### config.mk
export PLATFORM = sky130hd
export DESIGN_NAME = latch_reader
export DESIGN_NICKNAME = d
export VERILOG_FILES = /design/src/rtl/latch_reader_pkg.sv /design/src/rtl/bit_sync.sv /design/src/rtl/latch_reader.sv
export SDC_FILE = /design/constraint.sdc
export NUM_CORES = 1
export LEC_CHECK = 0
export CORE_MARGIN = 2
export CORE_UTILIZATION = 43
export DETAILED_ROUTE_END_ITERATION = 10
export GPL_TIMING_DRIVEN = 1
export PLACE_DENSITY_LB_ADDON = 0.15
export SETUP_SLACK_MARGIN = 0.1
export SLEW_MARGIN = 10
export SYNTH_ARGS = -nofsm -noshare
export SYNTH_HDL_FRONTEND = slang
export SYNTH_SLANG_ARGS = --single-unit
### constraint.sdc
create_clock -name clk -period 1.7 [get_ports clk]
set_clock_uncertainty 0.1 [all_clocks]
set_input_delay 0.51 -clock clk [delete_from_list [all_inputs] [get_ports clk]]
set_output_delay 0.51 -clock clk [all_outputs]
set_load 0.02 [all_outputs]
### src/rtl/latch_reader_pkg.sv
// Shared types and defaults for the latch read side: FSM state encoding and default word width.
// The enum values are fixed so the state register is readable in waveforms and netlists.
package latch_reader_pkg;

    localparam int DEFAULT_WIDTH = 8;

    typedef enum logic [1:0] {
        ST_IDLE   = 2'd0,
        ST_SETTLE = 2'd1,
        ST_HOLD   = 2'd2
    } state_t;

endpackage

### src/rtl/bit_sync.sv
// Single-bit synchronizer: a chain of STAGES flops that brings an asynchronous level into clk.
// Every stage resets to 0, so a level that is high at reset release appears as a rising edge.
module bit_sync #(
    parameter int STAGES = 2
) (
    input  logic clk,
    input  logic rst_n,
    input  logic d,
    output logic q
);

    logic [STAGES-1:0] chain_reg;

    generate
        for (genvar gi = 0; gi < STAGES; gi++) begin : g_stage
            if (gi == 0) begin : g_first
                always_ff @(posedge clk or negedge rst_n) begin
                    if (!rst_n) begin
                        chain_reg[gi] <= 1'b0;
                    end else begin
                        chain_reg[gi] <= d;
                    end
                end
            end else begin : g_rest
                always_ff @(posedge clk or negedge rst_n) begin
                    if (!rst_n) begin
                        chain_reg[gi] <= 1'b0;
                    end else begin
                        chain_reg[gi] <= chain_reg[gi-1];
                    end
                end
            end
        end
    endgenerate

    assign q = chain_reg[STAGES-1];

endmodule

### src/rtl/latch_reader.sv
// Clocked read side of a D-latch bank: waits for the latch to close and its word to settle,
// then captures that word once and offers it downstream on a valid/ready handshake.
module latch_reader
    import latch_reader_pkg::*;
#(
    parameter int WIDTH         = DEFAULT_WIDTH,
    parameter int SYNC_STAGES   = 2,
    parameter int SETTLE_CYCLES = 2
) (
    input  logic             clk,
    input  logic             rst_n,
    input  logic             En,
    input  logic [WIDTH-1:0] Q_in,
    input  logic             ready,
    input  logic             ovr_clr,
    output logic [WIDTH-1:0] data_out,
    output logic             valid,
    output logic             busy,
    output logic             overrun
);

    localparam int                CNT_W    = $clog2(SETTLE_CYCLES + 1);
    localparam logic [CNT_W-1:0] CNT_LAST = CNT_W'(SETTLE_CYCLES - 1);

    logic             en_s;
    logic             en_prev_reg;
    logic [WIDTH-1:0] q_prev_reg;
    state_t           state_reg;
    logic [CNT_W-1:0] cnt_reg;
    logic [WIDTH-1:0] data_reg;
    logic             valid_reg;
    logic             busy_reg;
    logic             overrun_reg;

    logic close_evt;
    logic open_lvl;
    logic stable;

    bit_sync #(
        .STAGES(SYNC_STAGES)
    ) u_en_sync (
        .clk  (clk),
        .rst_n(rst_n),
        .d    (En),
        .q    (en_s)
    );

    // Multi-bit Q_in is never synchronized per bit; it is only trusted after it has
    // compared equal to its own previous sample for SETTLE_CYCLES consecutive cycles.
    assign close_evt = en_prev_reg & ~en_s;
    assign open_lvl  = en_s;
    assign stable    = (Q_in == q_prev_reg);

    always_ff @(posedge clk or negedge rst_n) begin
        if (!rst_n) begin
            en_prev_reg <= 1'b0;
            q_prev_reg  <= '0;
        end else begin
            en_prev_reg <= en_s;
            q_prev_reg  <= Q_in;
        end
    end

    always_ff @(posedge clk or negedge rst_n) begin
        if (!rst_n) begin
            state_reg   <= ST_IDLE;
            cnt_reg     <= '0;
            data_reg    <= '0;
            valid_reg   <= 1'b0;
            busy_reg    <= 1'b0;
            overrun_reg <= 1'b0;
        end else begin
            // A same-cycle overrun set below overrides this clear.
            if (ovr_clr) begin
                overrun_reg <= 1'b0;
            end

            case (state_reg)
                ST_IDLE: begin
                    if (close_evt) begin
                        state_reg <= ST_SETTLE;
                        cnt_reg   <= '0;
                        busy_reg  <= 1'b1;
                    end
                end

                ST_SETTLE: begin
                    if (open_lvl) begin
                        state_reg <= ST_IDLE;
                        cnt_reg   <= '0;
                        busy_reg  <= 1'b0;
                    end else if (!stable) begin
                        cnt_reg <= '0;
                    end else if (cnt_reg == CNT_LAST) begin
                        data_reg  <= Q_in;
                        valid_reg <= 1'b1;
                        state_reg <= ST_HOLD;
                        cnt_reg   <= '0;
                    end else if (cnt_reg < CNT_LAST) begin
                        cnt_reg <= cnt_reg + CNT_W'(1);
                    end
                end

                ST_HOLD: begin
                    if (valid_reg && ready) begin
                        valid_reg <= 1'b0;
                        cnt_reg   <= '0;
                        if (close_evt) begin
                            state_reg <= ST_SETTLE;
                        end else begin
                            state_reg <= ST_IDLE;
                            busy_reg  <= 1'b0;
                        end
                    end else if (close_evt) begin
                        // Latch closed on a new word we have no room for; keep the old one.
                        overrun_reg <= 1'b1;
                    end
                end

                default: begin
                    state_reg <= ST_IDLE;
                    cnt_reg   <= '0;
                    valid_reg <= 1'b0;
                    busy_reg  <= 1'b0;
                end
            endcase
        end
    end

    assign data_out = data_reg;
    assign valid    = valid_reg;
    assign busy     = busy_reg;
    assign overrun  = overrun_reg;

endmodule

==> flow_summary_export.csv <==
group,metric,value,unit
floorplanning,pin_count,24,
yosys,synth_cell_types,23,
worst_setup_path,worst_ep_arrival_time,2.07,ns
cells_and_area,final_layout_size_suffix_gt1_frac,0.4885,
clock_tree,cts_buffer_depth,2,
global_route,grt_pass1_vias,909,
yosys,syn_nets,89,
routing,met1Wirelength,930,um
status,status,"finished with violations",
global_route,grt_usage,0.2098,
cells_and_area,diodes,0,
pwr,p_per_area,692.6,mW/mm^2
yosys,ys_warn_count,0,
run,max_cap_viol_count,0,
routing,first_iter_violations,12,
sta,finalCriticalPeriod,1.954,ns
routing,vias,809,
yosys,synth.avg_cell_area,13.86,um^2
cells_and_area,area_growth,54.99,%
placed_design,gp_congestion,0.7632,
worst_setup_path,endpoint_kind,"flop",
floorplanning,core_area,0.002255,mm^2
global_route,overflow,0,
sta,hold_slack,0.2714,ns
worst_setup_path,critPathSlowestCell,"dfrtp_1",
yosys,ys_top_cells_by_area,"dfrtp_1, mux2_4, xor2_1",
routing,top_layer,"met4",
pwr,ir_drop,0.0005402,V
yosys,synth_top_cell_by_area,"dfrtp_1",
sta,fin_crit_sh,1.150,
floorplanning,start_util,0.4673,
floorplanning,die_area,0.002862,mm^2
sta,setup_viol,11,
global_route,grt_max_degree,27,
pwr,leakage,0.7782,nW
floorplanning,die_w,53.50,um
clock_tree,cts_buffers,3,
yosys,syn_area,0.001054,mm^2
worst_setup_path,path_cells,"xor2_2 -> nor4_4 -> and4_4 -> buf_6 -> buf_12 -> mux2_4",
routing,via_per_inst,5.088,
placed_design,dpl.hpwl,1489,um
floorplanning,rows,17,
clock_tree,clock_latency,0.32,ns
sta,hold_viol_final,0,
routing,wirelength,2405,um
routing,route.detailed.drc,0,
yosys,netlist_instances,76,
global_route,grt_antenna_before_repair,0,
yosys,ys_seq_area_frac,0.6176,
pwr,power.total,1.131,mW
routing,wl_met2,1229,um
clock_tree,cts_tree,"done",
global_route,grt_pass1_wl,3988,um
floorplanning,die_y,53.50,um
yosys,yosys_register_bits,26,
cells_and_area,fin_area,0.001633,mm^2
worst_hold_path,hold_class,"flop to flop",
worst_setup_path,crit_type,"flop to flop",
clock_tree,cts_root_buf,"clkbuf_4",
sta,max_slew_margin,0.7420,
placed_design,portBuffers,23,
sta,drv_slew,0,
yosys,synth_flop_cell,"dfrtp_1",
worst_setup_path,critPathMaxFanout,5,
routing,wl_per_cell,15.13,um
sta,max_freq,511.7,MHz
routing,final_antenna_net_count,0,
worst_setup_path,cp_data_required_time,1.82,ns
yosys,synth-edff-count,0,
yosys,async_flop_share,1.000,
sta,rsz0062_at_grt,"true",
clock_tree,cts.clk_slew.worst_paths,0.14,ns
routing,dr.pass1.iters,4,
sta,setup_ws,-0.2544,ns
clock_tree,ctsHtreeMaxLevel,1,
clock_tree,cts.sinks,26,
placed_design,placed_area,0.001475,mm^2
routing,wl_met3,114,um
worst_setup_path,worstSetupStartpointType,"flop",
status,violations,"setup timing",
worst_setup_path,max_stage_delay,0.42,ns
sta,worst_pin_slew,0.3836,ns
cells_and_area,nNetsFinal,145,
yosys,netlist.area_leader.share,0.6176,
clock_tree,hold_buffers,0,
[through the flow]
stage,utilization,setup WS (ns),cells,TNS (ns)
4_1_cts,0.7236,-0.2193,157,-1.704
3_3_place_gp,0.6543,-0.7290,145,-7.724
5_1_grt,0.7242,-0.3107,159,-2.831
3_5_place_dp,0.6543,-0.7239,145,-7.764
2_1_floorplan,-,-0.2613,76,-2.098
6_report,0.7242,-0.2544,159,-2.134
[cell usage after synthesis, drive strengths merged, types with 2 or more instances]
| master | number |
|---|---|
| mux2 | 8 |
| inv | 3 |
| nand2b | 2 |
| dfrtp | 26 |
| a31oi | 2 |
| o21ai | 2 |
| xor2 | 8 |
| nand3 | 3 |
| nor4 | 2 |
| nand2 | 2 |
| nor2 | 5 |
| a21boi | 2 |
[where the power goes]
part / internal (mW) / total (mW) / switching (mW)
Sequential: 0.639 / 0.650 / 0.0114
Combinational: 0.0877 / 0.170 / 0.0826
Clock: 0.131 / 0.311 / 0.179
Total: 0.857 / 1.13 / 0.274
[final cells by class]
| cell class | instances | area, um^2 |
|---|---|---|
| clock buffers | 4 | 36.28 |
| fillers | 174 | 621.8 |
| inverters | 3 | 11.26 |
| multi-input cells | 46 | 440.4 |
| flip-flops and latches | 26 | 650.6 |
| well taps | 28 | 35.03 |
| repair buffers | 52 | 459.2 |
[cells in the final DEF, fill, tap and decap left out, types with 2 or more instances in the layout]
cell type | netlist | routed
dlygate4sd2_1 | 0 | 6
mux2_4 | 8 | 8
a31oi_1 | 2 | 2
buf_6 | 1 | 4
buf_4 | 0 | 21
clkbuf_4 | 0 | 3
buf_2 | 0 | 11
xor2_2 | 0 | 2
nor2_1 | 5 | 5
nand3_1 | 3 | 2
clkdlybuf4s50_1 | 0 | 4
nand2b_1 | 2 | 2
nand2_1 | 2 | 2
buf_12 | 0 | 3
dfrtp_1 | 26 | 26
xor2_1 | 8 | 6
inv_1 | 3 | 3
[worst max-delay path, delay by kind of cell (launching register included)]
family	cells	cell delay, ns
simple gates	2	0.62
flops	1	0.42
mux	1	0.29
buf+inv	2	0.22
xor+xnor	1	0.20
[kinds of logic (layout without fill, tap and decap cells)]
logic type,count (synthesis),in the layout,share of synthesized area
mux,8,8,0.1140
buf+inv,4,59,0.02138
compound gates,12,12,0.08076
flops,26,26,0.6176
simple gates,18,18,0.09976
xor+xnor,8,8,0.06651
[final timing paths]
kind	to	from	slack, ns	depth (start not counted)
setup / recovery	data_out[7]	q_prev_reg[4]	-0.25	6
hold / removal	u_en_sync.q	u_en_sync.chain_reg[0]	0.27	0
setup reg to reg	data_out[7]	q_prev_reg[4]	-0.25	6
hold reg to reg	u_en_sync.q	u_en_sync.chain_reg[0]	0.27	0
max in group asynchronous	q_prev_reg[5]	rst_n	0.92	2
min in group asynchronous	overrun	rst_n	0.42	2
[per-layer routing]
layer	up-vias	GRT usage
met5	-	0
met4	0	0.1667
met3	11	0.03955
met2	26	0.3601
met1	398	0.2210
li1	374	-
[what timing repair did]
item | CTS | global route
setup buffers | 12 | 3
cloned | 1 | 0
gates resized for setup | 61 | 12
setup endpoints to repair | 24 | 20
pin swaps | 9 | 6
(Power assumes the default switching activity.)
